### config.mk
export PLATFORM = sky130hd
export DESIGN_NAME = apb_to_axi_lite
export DESIGN_NICKNAME = d
export VERILOG_FILES = /design/src/rtl/apb_to_axi_lite.sv
export SDC_FILE = /design/constraint.sdc
export NUM_CORES = 1
export LEC_CHECK = 0
export BUFFER_PORTS_ARGS = -buffer_cell sky130_fd_sc_hd__buf_4
export CORE_MARGIN = 2
export CORE_UTILIZATION = 51
export CTS_CLUSTER_DIAMETER = 50
export DETAILED_ROUTE_END_ITERATION = 8
export PLACE_DENSITY_LB_ADDON = 0.2
export SLEW_MARGIN = 40
export SYNTH_ARGS = -nofsm -noshare
export SYNTH_HDL_FRONTEND = slang
export SYNTH_SLANG_ARGS = --single-unit
### constraint.sdc
create_clock -name clk -period 9.78 [get_ports clk]
set_input_delay 1.956 -clock clk [delete_from_list [all_inputs] [get_ports clk]]
set_output_delay 1.956 -clock clk [all_outputs]
set_load 0.02 [all_outputs]
### src/rtl/apb_to_axi_lite.sv
// APB4 completer that issues one AXI4-Lite master transaction per APB transfer.
// A single transaction is in flight; pready is held low until the AXI response returns.
`timescale 1ns/1ps
module apb_to_axi_lite #(
  parameter int ADDR_WIDTH = 32,
  parameter int DATA_WIDTH = 32,
  parameter int STRB_WIDTH = DATA_WIDTH / 8
) (
  input  logic                  clk,
  input  logic                  rst_n,
  // APB completer
  input  logic                  psel,
  input  logic                  penable,
  input  logic                  pwrite,
  input  logic [ADDR_WIDTH-1:0] paddr,
  input  logic [2:0]            pprot,
  input  logic [DATA_WIDTH-1:0] pwdata,
  input  logic [STRB_WIDTH-1:0] pstrb,
  output logic                  pready,
  output logic [DATA_WIDTH-1:0] prdata,
  output logic                  pslverr,
  // AXI4-Lite write address
  output logic [ADDR_WIDTH-1:0] aw_addr,
  output logic [2:0]            aw_prot,
  output logic                  aw_valid,
  input  logic                  aw_ready,
  // AXI4-Lite write data
  output logic [DATA_WIDTH-1:0] w_data,
  output logic [STRB_WIDTH-1:0] w_strb,
  output logic                  w_valid,
  input  logic                  w_ready,
  // AXI4-Lite write response
  input  logic [1:0]            b_resp,
  input  logic                  b_valid,
  output logic                  b_ready,
  // AXI4-Lite read address
  output logic [ADDR_WIDTH-1:0] ar_addr,
  output logic [2:0]            ar_prot,
  output logic                  ar_valid,
  input  logic                  ar_ready,
  // AXI4-Lite read data
  input  logic [DATA_WIDTH-1:0] r_data,
  input  logic [1:0]            r_resp,
  input  logic                  r_valid,
  output logic                  r_ready
);

  localparam logic [2:0] IDLE    = 3'd0;
  localparam logic [2:0] WR_REQ  = 3'd1;
  localparam logic [2:0] WR_RESP = 3'd2;
  localparam logic [2:0] RD_REQ  = 3'd3;
  localparam logic [2:0] RD_RESP = 3'd4;
  localparam logic [2:0] DONE    = 3'd5;

  logic [2:0] state;
  logic       aw_done;
  logic       w_done;
  logic       setup;
  logic       aw_done_nxt;
  logic       w_done_nxt;
  logic       unused_resp;

  assign setup       = psel & ~penable;
  assign aw_done_nxt = aw_done | (aw_valid & aw_ready);
  assign w_done_nxt  = w_done  | (w_valid  & w_ready);

  // Only bit 1 of a response distinguishes OKAY/EXOKAY from SLVERR/DECERR.
  assign unused_resp = b_resp[0] ^ r_resp[0];

  // Reset is active-high despite the legacy rst_n name.
  always_ff @(posedge clk or posedge rst_n) begin
    if (rst_n) begin
      state    <= IDLE;
      aw_done  <= 1'b0;
      w_done   <= 1'b0;
      aw_valid <= 1'b0;
      w_valid  <= 1'b0;
      b_ready  <= 1'b0;
      ar_valid <= 1'b0;
      r_ready  <= 1'b0;
      pready   <= 1'b0;
      pslverr  <= 1'b0;
      prdata   <= '0;
      aw_addr  <= '0;
      aw_prot  <= '0;
      w_data   <= '0;
      w_strb   <= '0;
      ar_addr  <= '0;
      ar_prot  <= '0;
    end else begin
      case (state)
        IDLE: begin
          if (setup) begin
            if (pwrite) begin
              aw_addr  <= paddr;
              aw_prot  <= pprot;
              w_data   <= pwdata;
              w_strb   <= pstrb;
              aw_valid <= 1'b1;
              w_valid  <= 1'b1;
              aw_done  <= 1'b0;
              w_done   <= 1'b0;
              state    <= WR_REQ;
            end else begin
              ar_addr  <= paddr;
              ar_prot  <= pprot;
              ar_valid <= 1'b1;
              state    <= RD_REQ;
            end
          end
        end
        WR_REQ: begin
          // Each channel drops its valid independently once accepted.
          aw_valid <= aw_valid & ~aw_ready;
          w_valid  <= w_valid  & ~w_ready;
          aw_done  <= aw_done_nxt;
          w_done   <= w_done_nxt;
          if (aw_done_nxt && w_done_nxt) begin
            b_ready <= 1'b1;
            state   <= WR_RESP;
          end
        end
        WR_RESP: begin
          if (b_valid) begin
            b_ready <= 1'b0;
            pslverr <= b_resp[1];
            prdata  <= '0;
            pready  <= 1'b1;
            state   <= DONE;
          end
        end
        RD_REQ: begin
          if (ar_ready) begin
            ar_valid <= 1'b0;
            r_ready  <= 1'b1;
            state    <= RD_RESP;
          end
        end
        RD_RESP: begin
          if (r_valid) begin
            r_ready <= 1'b0;
            prdata  <= r_data;
            pslverr <= r_resp[1];
            pready  <= 1'b1;
            state   <= DONE;
          end
        end
        DONE: begin
          pready  <= 1'b0;
          pslverr <= 1'b0;
          prdata  <= '0;
          state   <= IDLE;
        end
        default: state <= IDLE;
      endcase
    end
  end

endmodule

==> metrics.md, run 1 <==
| Metric | Value |
|---|---|
| Worst R2R Start | `state[2]` |
| Dpl cells | `818` |
| Most frequent cell after synthesis | `dfrtp_1` |
| Post-synth top area cell | `dfrtp_1` |
| Die area | `0.0125 sq mm` |
| Clk pwr share | `0.197` |
| Sequential Power Share | `0.364` |
| CP Launch Type | `input port` |
| Initial DRC Count | `184` |
| Total net switching power | `1080 uW` |
| Internal Pwr Total | `approximately 1900 uW` |
| Worst Path Arrival | `between 3 and 4 ns` |
| Comb pwr share | `0.439` |
| Vias in the first global route | `4,577` |
| Port Buffers | `259` |
| Synth cell count leaders | `dfrtp_1 (150), mux2_2 (80), nand2_1 (75)` |
| FMAX | `322 MHz` |
| Sum Neg Setup Slack | `0 ns` |
| Worst setup path class | `input port to flop` |
| Grt ovf | `0` |
| Status | `finished clean` |
| Synth top area cells | `dfrtp_1 (63%), mux2_2 (15%), mux2_4 (6.1%), nand2_1 (4.7%), nand3_1 (2.7%)` |
| Die Height | `112 um` |
| Synth Area in Compound Gates | `0.0278` |
| VDD IR max | `0.000213 V` |
| Power Density | `345 mW/mm^2` |
| Synth Area in Simple Gates | `0.0959` |
| Post-synthesis xor/xnor area fraction | `0` |
| Met2 WL post-DR | `roughly 7300 um` |
| Synth unique cells | `29` |
| Clk slew on worst S/H paths | `0.05 ns` |
| Area growth, synth to finish | `43.7%` |
| Fin crit share | `0.318` |
| RR Endpoint | `w_data[6]` |
| # rows | `39` |
| Largest family of logic cells by synthesized area | `multiplexers` |
| Async SR Flop Fraction | `1.00` |
| Worst rel slew slack | `0.520` |
| CTS tree | `done` |
| First-pass GRT wire length | `23,600 um` |
| DR vias | `4,413` |
| Boundary Pins | `262` |
| Setup Viol. Count Final | `0` |
| Uppermost routed layer | `met4` |
| Layout cells sized above 1 | `0.572` |
| Setup crit end kind | `flop` |
| Nets | `a little over 800` |
| GP Congestion | `roughly 0.80` |
| CP max FO | `30` |
| Clock buffer depth | `2` |
| Routed metal-1 wire length | `5550 um` |
| Postcts setup bufs | `0` |
| Synth Area in Adders | `0` |
| DRC Markers | `0` |
| Initial Util | `0.522` |
| R2r worst-path depth | `4` |
| Synthesis-stage register bit count | `150` |
| Core area | `0.0114 sq mm` |
| Fin. Hold Viols | `0` |
| Setup slack, reg-to-reg | `around 7.7 ns` |
| Post-CTS Resized | `0` |
| Largest net degree at the start of global routing | `79` |
| DPL Wire Length | `10,400 um` |
| Total global-route track usage | `0.243` |
| Vias/cell | `approximately 5.2` |
| Drt wl/cell | `17.4 um` |
| Post-Syn Area | `0.00593 sq mm` |
| Routed Antenna Nets | `0` |
| Drt first pass iters | `7` |
| HP Class | `flop to flop` |
| Critical path required time | `10.07 ns` |
| Yosys Warn Count | `0` |
| WL final | `14,700 um` |
| Die Wd | `~110 um` |
| Pins Over Slew Limit | `0` |
| Top FF cell, synth | `dfrtp_1` |
| Num CTS Buffers | `17` |
| Fin crit period | `3.11 ns` |
| Switching portion of total power | `0.365` |
| LEAKAGE | `0.00444 uW` |
| Post-synth EDFFs | `0` |
| Crit. Startpoint | `penable` |
| Sequential area share after synthesis | `0.633` |
| H-tree Lvls | `4` |
| Max-cap violations | `0` |
| Worst slew pin tran | `0.718 ns` |
| Syn avg cell area | `13.6 sq um` |
| Worst skew pair latency | `0.41 ns` |
| CTS Hold Bufs | `0` |
| CP Capture Point | `w_data[6]` |
| Post-Layout Cell Count | `between 800 and 900` |
| Syn_nets | `554` |
| Synth top area share | `0.633` |
| Antenna violations before repair | `0` |
| Unrepaired setup endpoints after global routing | `false` |
| CTS root buf | `clkbuf_16` |
| Clk sinks | `150` |
| Gate Count Post-Synth | `437` |
| Diode count | `0` |
| Metal3 WL | `~1400 um` |
| Mux contribution to synthesized area | `0.218` |
| Worst Clk Skew | `0.00403 ns` |
[logic make-up (layout without fill, tap and decap cells)]
group,Yosys count,in the layout
compound gates,25,25
flops,150,150
mux,107,107
buf+inv,29,295
simple gates,126,126
[power by group through the flow]
stage	registers (uW)	clock network, uW	logic [uW]
after floorplan	1380	0	400
after global placement	1060	0	1280
after detailed placement	1080	0	1300
after CTS	1070	592	1310
after global routing	1110	621	1370
final	1070	579	1290
[stage by stage]
| stage | total power (uW) | setup slack (ns) | area, sq um | util | hold slack (ns) |
|---|---|---|---|---|---|
| final | 2950 | 6.67 | 8530 | 0.750 | 0.464 |
| after floorplan | 1780 | 3.79 | 5930 | - | 0.450 |
| after global routing | 3100 | 6.66 | 8530 | 0.750 | 0.488 |
| after CTS | 2970 | 6.70 | 8530 | 0.750 | 0.469 |
| after global placement | 2330 | 6.01 | 7960 | 0.700 | 0.452 |
| after detailed placement | 2380 | 6.26 | 8010 | 0.704 | 0.456 |
[area by class of cell]
type | instances | area (sq um)
multi-input cells | 258 | 2050
clock inverters | 6 | 55.1
flip-flops and latches | 150 | 3750
clock buffers | 22 | 464
inverters | 3 | 16.3
fillers | 756 | 2840
repair buffers | 264 | 2010
well taps | 143 | 179
[critical path, stage by stage]
cell and delay [ns]:
buf_4 0.11, nand2b_1 0.21, or4_4 0.56, buf_12 0.23
mux2_4 0.32
[per-layer routing]
metal / vias up / track usage
li1: 2011 / -
met2: 216 / 0.394
met5: - / 0
met1: 2144 / 0.283
met3: 42 / 0.104
met4: 0 / 0.108
[worst min-delay path by stage]
stage,startpoint,endpoint,depth (start not counted),slack [ns]
6_report,prdata[18],prdata[18],2,0.46
5_1_grt,prdata[4],prdata[4],2,0.49
4_1_cts,prdata[18],prdata[18],2,0.47
3_5_place_dp,prdata[18],prdata[18],2,0.46
3_3_place_gp,prdata[28],prdata[28],2,0.45
2_1_floorplan,aw_done,aw_done,2,0.45
[placed cells by master, fill, tap and decap left out, types with 5 or more instances in the layout]
| cell | instances |
|---|---|
| buf_4 | 261 |
| clkbuf_16 | 17 |
| nand3_1 | 32 |
| nand2_1 | 75 |
| mux2_4 | 24 |
| clkinv_2 | 5 |
| nand2b_1 | 7 |
| dfrtp_1 | 150 |
| o21ai_0 | 8 |
| mux2_2 | 80 |
[state kept, by name, indices dropped and copies added, names as in the netlist, 3 cells and up]
name	cells
ar_addr	32
ar_prot	3
aw_prot	3
w_data	32
aw_addr	32
prdata	32
state	3
w_strb	4
(Power assumes the default switching activity.)
==> inputs of run 2 (changes only) <==
--- a/config.mk
+++ b/config.mk
@@ -7,7 +7,7 @@
 export LEC_CHECK = 0
 export BUFFER_PORTS_ARGS = -buffer_cell sky130_fd_sc_hd__buf_4
 export CORE_MARGIN = 2
-export CORE_UTILIZATION = 51
+export CORE_UTILIZATION = 47
 export CTS_CLUSTER_DIAMETER = 50
 export DETAILED_ROUTE_END_ITERATION = 8
 export PLACE_DENSITY_LB_ADDON = 0.2
==> constraint.sdc (replaced) <==
create_clock -name clk -period 3.2 [get_ports clk]
set_input_delay 0.64 -clock clk [delete_from_list [all_inputs] [get_ports clk]]
set_output_delay 0.64 -clock clk [all_outputs]
set_load 0.02 [all_outputs]
==> metrics.md, run 2 (synthesis results as in run 1) <==
| Metric | Value |
|---|---|
| Status | `finished clean` |
| Worst slew pin tran | `0.616 ns (-0.102 ns)` |
| Die Height | `116 um (+4.0%)` |
| Final non-filler cell area | `0.00869 sq mm (+1.9%)` |
| Clock buffer depth | `2 (unchanged)` |
| Fillers | `927 (+23%)` |
| DPL Wire Length | `10,300 um (-1.4%)` |
| Vias in the first global route | `4,335 (-5.3%)` |
| Setup crit end kind | `flop` |
| Power Density | `1050 mW/mm^2 (+200%)` |
| Area growth, synth to finish | `46.4%` |
| Worst skew pair latency | `0.41 ns (about the same)` |
| Leading cell type in the layout, fill and taps excluded | `buf_4` |
| Unrepaired setup endpoints after global routing | `false` |
| LEAKAGE | `0.00449 uW (+1.3%)` |
| Worst Path Arrival | `2.66 ns (-0.74 ns)` |
| Setup Viol. Count Final | `0 (unchanged)` |
| Fin crit period | `2.37 ns` |
| Grt ovf | `0 (unchanged)` |
| # rows | `41 (+5.1%)` |
| Die Wd | `116 um (+4.0%)` |
| DR vias | `4,365 (-1.1%)` |
| First-pass GRT wire length | `21,300 um (-9.9%)` |
| Layout cells sized above 1 | `0.578 (+0.00601)` |
| Setup slack, reg-to-reg | `0.83 ns (-6.84 ns)` |
| Multi-input gate area | `0.00204 sq mm (-0.24%)` |
| Antenna violations before repair | `0 (unchanged)` |
| Diode count | `0 (unchanged)` |
| CP max FO | `33 (+10%)` |
| Worst Clk Skew | `0.00517 ns (+0.00114 ns)` |
| Nets | `817 (+0.74%)` |
| H-tree Lvls | `4 (unchanged)` |
| Fin worst setup slack | `0.832 ns (-5.84 ns)` |
| Initial DRC Count | `216 (+17%)` |
| Pins Over Slew Limit | `0 (unchanged)` |
| CTS tree | `done` |
| Drt first pass iters | `4 (-3)` |
| R2r worst-path depth | `5 (+1)` |
| Initial Util | `0.476 (-0.0459)` |
| Most frequent cells in the layout | `buf_4 (266), dfrtp_1 (150), mux2_2 (80)` |
| HP Class | `input port to asynchronous set/reset pin` |
| Worst R2R Start | `state[2]` |
| Die area | `0.0135 sq mm (+8.2%)` |
| VDD IR max | `0.000613 V (+190%)` |
| WL final | `14,300 um (-3.0%)` |
| Fin crit share | `0.740` |
| GP Congestion | `0.812 (+2.0%)` |
| Postcts setup bufs | `0 (unchanged)` |
| Vias/cell | `4.93 (-5.4%)` |
| Drt wl/cell | `16.1 um (-7.3%)` |
| Clk sinks | `150 (unchanged)` |
| Area after DPL | `0.00808 sq mm (+0.94%)` |
| Post-CTS Resized | `0 (unchanged)` |
| Sum Neg Setup Slack | `0 ns (unchanged)` |
| Fin. Hold Viols | `0 (unchanged)` |
| DRC Markers | `0 (unchanged)` |
| Boundary Pins | `262 (unchanged)` |
| Num CTS Buffers | `17 (unchanged)` |
| CTS root buf | `clkbuf_16` |
| Worst rel slew slack | `0.589 (+0.0691)` |
| Critical path required time | `3.49 ns (-6.58 ns)` |
| Place WS | `0.720 ns (-5.54 ns)` |
| Largest net degree at the start of global routing | `151 (+91%)` |
| CP Launch Type | `flop` |
| Max-cap violations | `0 (unchanged)` |
| Clk slew on worst S/H paths | `0.06 ns (about the same)` |
| Fin util | `0.697 (-0.0529)` |
| Port Buffers | `259 (unchanged)` |
| Total global-route track usage | `0.206 (-0.0367)` |
| RR Endpoint | `w_data[31]` |
| Worst setup path class | `flop to flop` |
| Core area | `0.0125 sq mm (+9.6%)` |
| Routed Antenna Nets | `0 (unchanged)` |
| CTS Hold Bufs | `0 (unchanged)` |
| Register area | `0.00375 sq mm (unchanged)` |
| FMAX | `422 MHz` |
| Power Total | `9150 uW (+210%)` |
## run 2: changes by cell type in the layout (fill, tap and decap cells not counted), sizes merged
cell / previous run / this run
clkbuf: 22 / 23
clkinvlp: 0 / 3
buf: 264 / 270
bufinv: 1 / 2
inv: 3 / 2
## run 2: how the worst max path moves through the flow
stage	start	endpoint	cells past startpoint
2_1_floorplan	rst_n	ar_addr[0]	1
3_3_place_gp	penable	w_data[15]	4
3_5_place_dp	penable	w_data[31]	6
4_1_cts	state[2]	aw_addr[11]	5
5_1_grt	state[2]	aw_addr[8]	5
6_report	state[2]	w_data[31]	5
## run 2: stage by stage
step / cells / hold WS (ns)
after floorplan: 437 / 0.450
after global placement: 850 / 0.453
after detailed placement: 852 / 0.458
after CTS: 884 / 0.427
after global routing: 885 / 0.350
final: 885 / 0.332
## run 2: report_power, final
part / internal (uW) / total, uW / switching [uW]
registers: 2760 / 3270 / 513
clock network: 1200 / 1930 / 725
logic: 1890 / 3950 / 2060
total: 5850 / 9150 / 3300
## run 2: layout make-up
class / count / area share
sequential: 150 / 0.432
timing repair buffer: 270 / 0.240
multi-input combinational: 258 / 0.235
clock buffer: 23 / 0.0550
tap: 172 / 0.0248
clock inverter: 9 / 0.0115
inverter: 3 / 0.00173
## run 2: routing by layer
layer / track usage / share of wire / vias to the layer above
li1: - / - / 2032
met1: 0.236 / 0.39 / 2157
met2: 0.355 / 0.51 / 157
met3: 0.0737 / 0.085 / 19
met4: 0.0810 / 0.016 / 0
met5: 0 / 0 / -
## run 2: worst max-delay path, cell delays in order, from the launching register on
cell     delay (ns)
dfrtp_1        0.49
or2_4          0.32
or4_4          0.68
buf_12         0.25
buf_12         0.18
mux2_2         0.29
==> inputs of run 3 (changes only) <==
--- a/config.mk
+++ b/config.mk
@@ -7,7 +7,7 @@
 export LEC_CHECK = 0
 export BUFFER_PORTS_ARGS = -buffer_cell sky130_fd_sc_hd__buf_4
 export CORE_MARGIN = 2
-export CORE_UTILIZATION = 47
+export CORE_UTILIZATION = 43
 export CTS_CLUSTER_DIAMETER = 50
 export DETAILED_ROUTE_END_ITERATION = 8
 export PLACE_DENSITY_LB_ADDON = 0.2
==> constraint.sdc (replaced) <==
create_clock -name clk -period 1.9 [get_ports clk]
set_input_delay 0.38 -clock clk [delete_from_list [all_inputs] [get_ports clk]]
set_output_delay 0.38 -clock clk [all_outputs]
set_load 0.02 [all_outputs]
==> metrics.md, run 3 (synthesis results as in run 1) <==
| Metric | Value |
|---|---|
| Status | `finished clean` |
| Clk sinks | `150 (unchanged)` |
| CTS tree | `done` |
| WL final | `14,600 um (+2.1%)` |
| Max-cap violations | `0 (unchanged)` |
| Setup Viol. Count Final | `0 (unchanged)` |
| Layout cells sized above 1 | `0.581 (+0.00294)` |
| Fin crit period | `1.87 ns (-0.494 ns)` |
| Switching portion of total power | `0.356 (-0.00434)` |
| Initial Util | `0.445 (-0.0315)` |
| Most frequent cells in the layout | `buf_4 (271), dfrtp_1 (150), mux2_2 (80)` |
| Antenna violations before repair | `0 (unchanged)` |
| Postcts setup bufs | `0 (unchanged)` |
| Area growth, synth to finish | `47.9%` |
| Diode count | `0 (unchanged)` |
| Comb pwr share | `0.435 (+0.003)` |
| Setup crit end kind | `flop` |
| Multi-input gate area | `0.00204 sq mm (about the same)` |
| Worst skew pair latency | `0.42 ns (about the same)` |
| CP Launch Type | `flop` |
| Grt ovf | `0 (unchanged)` |
| CTS root buf | `clkbuf_16` |
| DRC Markers | `0 (unchanged)` |
| Total net switching power | `5590 uW (+70%)` |
| Sequential Power Share | `0.345 (-0.012)` |
| Clk slew on worst S/H paths | `0.06 ns (about the same)` |
| VDD IR max | `0.000809 V (+32%)` |
| HP Class | `input port to asynchronous set/reset pin` |
| Largest net degree at the start of global routing | `83 (-45%)` |
| Clk pwr share | `0.219 (+0.008)` |
| Critical path required time | `2.20 ns (-1.29 ns)` |
| Place WS | `0.0533 ns (-0.666 ns)` |
| Fillers | `1,029 (+11%)` |
| H-tree Lvls | `4 (unchanged)` |
| Worst slew pin tran | `0.460 ns (-0.156 ns)` |
| Die Height | `121 um (+4.4%)` |
| Drt first pass iters | `4 (unchanged)` |
| First-pass GRT wire length | `22,700 um (+6.7%)` |
| CP max FO | `59 (+79%)` |
| Drt wl/cell | `16.3 um (+1.1%)` |
| Initial DRC Count | `180 (-17%)` |
| Core area | `0.0133 sq mm (+7.1%)` |
| Critical-path top delay cell | `or4_4` |
| Power Density | `1790 mW/mm^2 (+70%)` |
| Worst Path Arrival | `2.18 ns (-0.48 ns)` |
| Vias/cell | `4.95 (+0.31%)` |
| Die Wd | `121 um (+4.4%)` |
| DPL Wire Length | `10,500 um (+1.9%)` |
| Crit path largest cell delay | `0.50 ns (-0.18 ns)` |
| Leading cell type in the layout, fill and taps excluded | `buf_4` |
| Clock buffer depth | `2 (unchanged)` |
| LEAKAGE | `0.00454 uW (+0.91%)` |
| Routed Antenna Nets | `0 (unchanged)` |
| Total global-route track usage | `0.200 (-0.00625)` |
| Pins Over Slew Limit | `0 (unchanged)` |
| Hold WS | `0.0915 ns (-0.241 ns)` |
| CP cell instances | `or2_4 > or4_4 > buf_12 > mux2_2` |
| Fin. Hold Viols | `0 (unchanged)` |
| Fin worst setup slack | `0.0264 ns (-0.806 ns)` |
| Crit path buf inv count | `1 (-1)` |
| Die area | `0.0148 sq mm (+9.0%)` |
| Crit path max-delay family | `simple AND/OR/NAND/NOR gates` |
| Worst rel slew slack | `0.693 (+0.104)` |
| Unrepaired setup endpoints after global routing | `true` |
| Worst setup path class | `flop to flop` |
| Port Buffers | `259 (unchanged)` |
| Fin crit share | `0.986 (+0.246)` |
| Nets | `823 (+0.73%)` |
| Boundary Pins | `262 (unchanged)` |
| FMAX | `534 MHz (+26%)` |
| Vias in the first global route | `4,534 (+4.6%)` |
| DR vias | `4,423 (+1.3%)` |
| Internal Pwr Total | `10,100 uW (+73%)` |
| Sum Neg Setup Slack | `0 ns (unchanged)` |
| Worst Clk Skew | `0.00620 ns (+0.00103 ns)` |
| Num CTS Buffers | `17 (unchanged)` |
| # rows | `42 (+2.4%)` |
| Register area | `0.00375 sq mm (unchanged)` |
| GP Congestion | `0.845 (+4.0%)` |
## run 3: final timing paths
path	startpoint	end	slack (ns)	cells past startpoint
worst max-delay path	state[1]	w_data[31]	0.03	4
worst min-delay path	rst_n	ar_addr[21]	0.09	3
worst max register to register	state[1]	w_data[31]	0.03	4
worst min register to register	prdata[16]	prdata[16]	0.47	2
max in group asynchronous	rst_n	pslverr	1.43	3
min in group clk	r_data[15]	prdata[15]	0.17	3
## run 3: final cells by class
class,count,area share
Clock buffer,23,0.0556
Multi-Input combinational cell,258,0.233
Inverter,3,0.00171
Timing Repair Buffer,276,0.243
Clock inverter,8,0.0138
Sequential cell,150,0.428
Tap cell,176,0.0251
## run 3: per-stage QoR
step | power, uW | cell area (sq um) | cells | utilization
finish | 15700 | 8770 | 894 | 0.657
global route | 16600 | 8770 | 894 | 0.657
CTS | 15900 | 8770 | 894 | 0.657
detailed placement | 12400 | 8170 | 863 | 0.612
global placement | 12200 | 8170 | 863 | 0.612
floorplan | 9190 | 5950 | 437 | -
## run 3: routing by layer
metal	up-vias	routed length (um)	track usage
li1	2048	-	-
met1	2165	5730	0.234
met2	186	7290	0.338
met3	24	1270	0.0677
met4	0	291	0.0805
met5	-	0	0
## run 3: worst register-to-register path, stage by stage, from the launching register on
cell and delay (ns):
dfrtp_1 0.37, or2_4 0.25, or4_4 0.50, buf_12 0.22
mux2_2 0.41
## run 3: power by group through the flow
stage,Sequential [uW],Combinational (uW),Clock [uW]
4_1_cts,5430,6930,3510
6_report,5420,6840,3440
5_1_grt,5620,7270,3680
3_3_place_gp,5390,6790,0
2_1_floorplan,7130,2060,0
3_5_place_dp,5460,6920,0
## run 3: repair_timing
| action | CTS | global route |
|---|---|---|
| hold buffers | 0 | 0 |
| setup endpoints to repair | 0 | 3 |
| resized for setup | 0 | 0 |
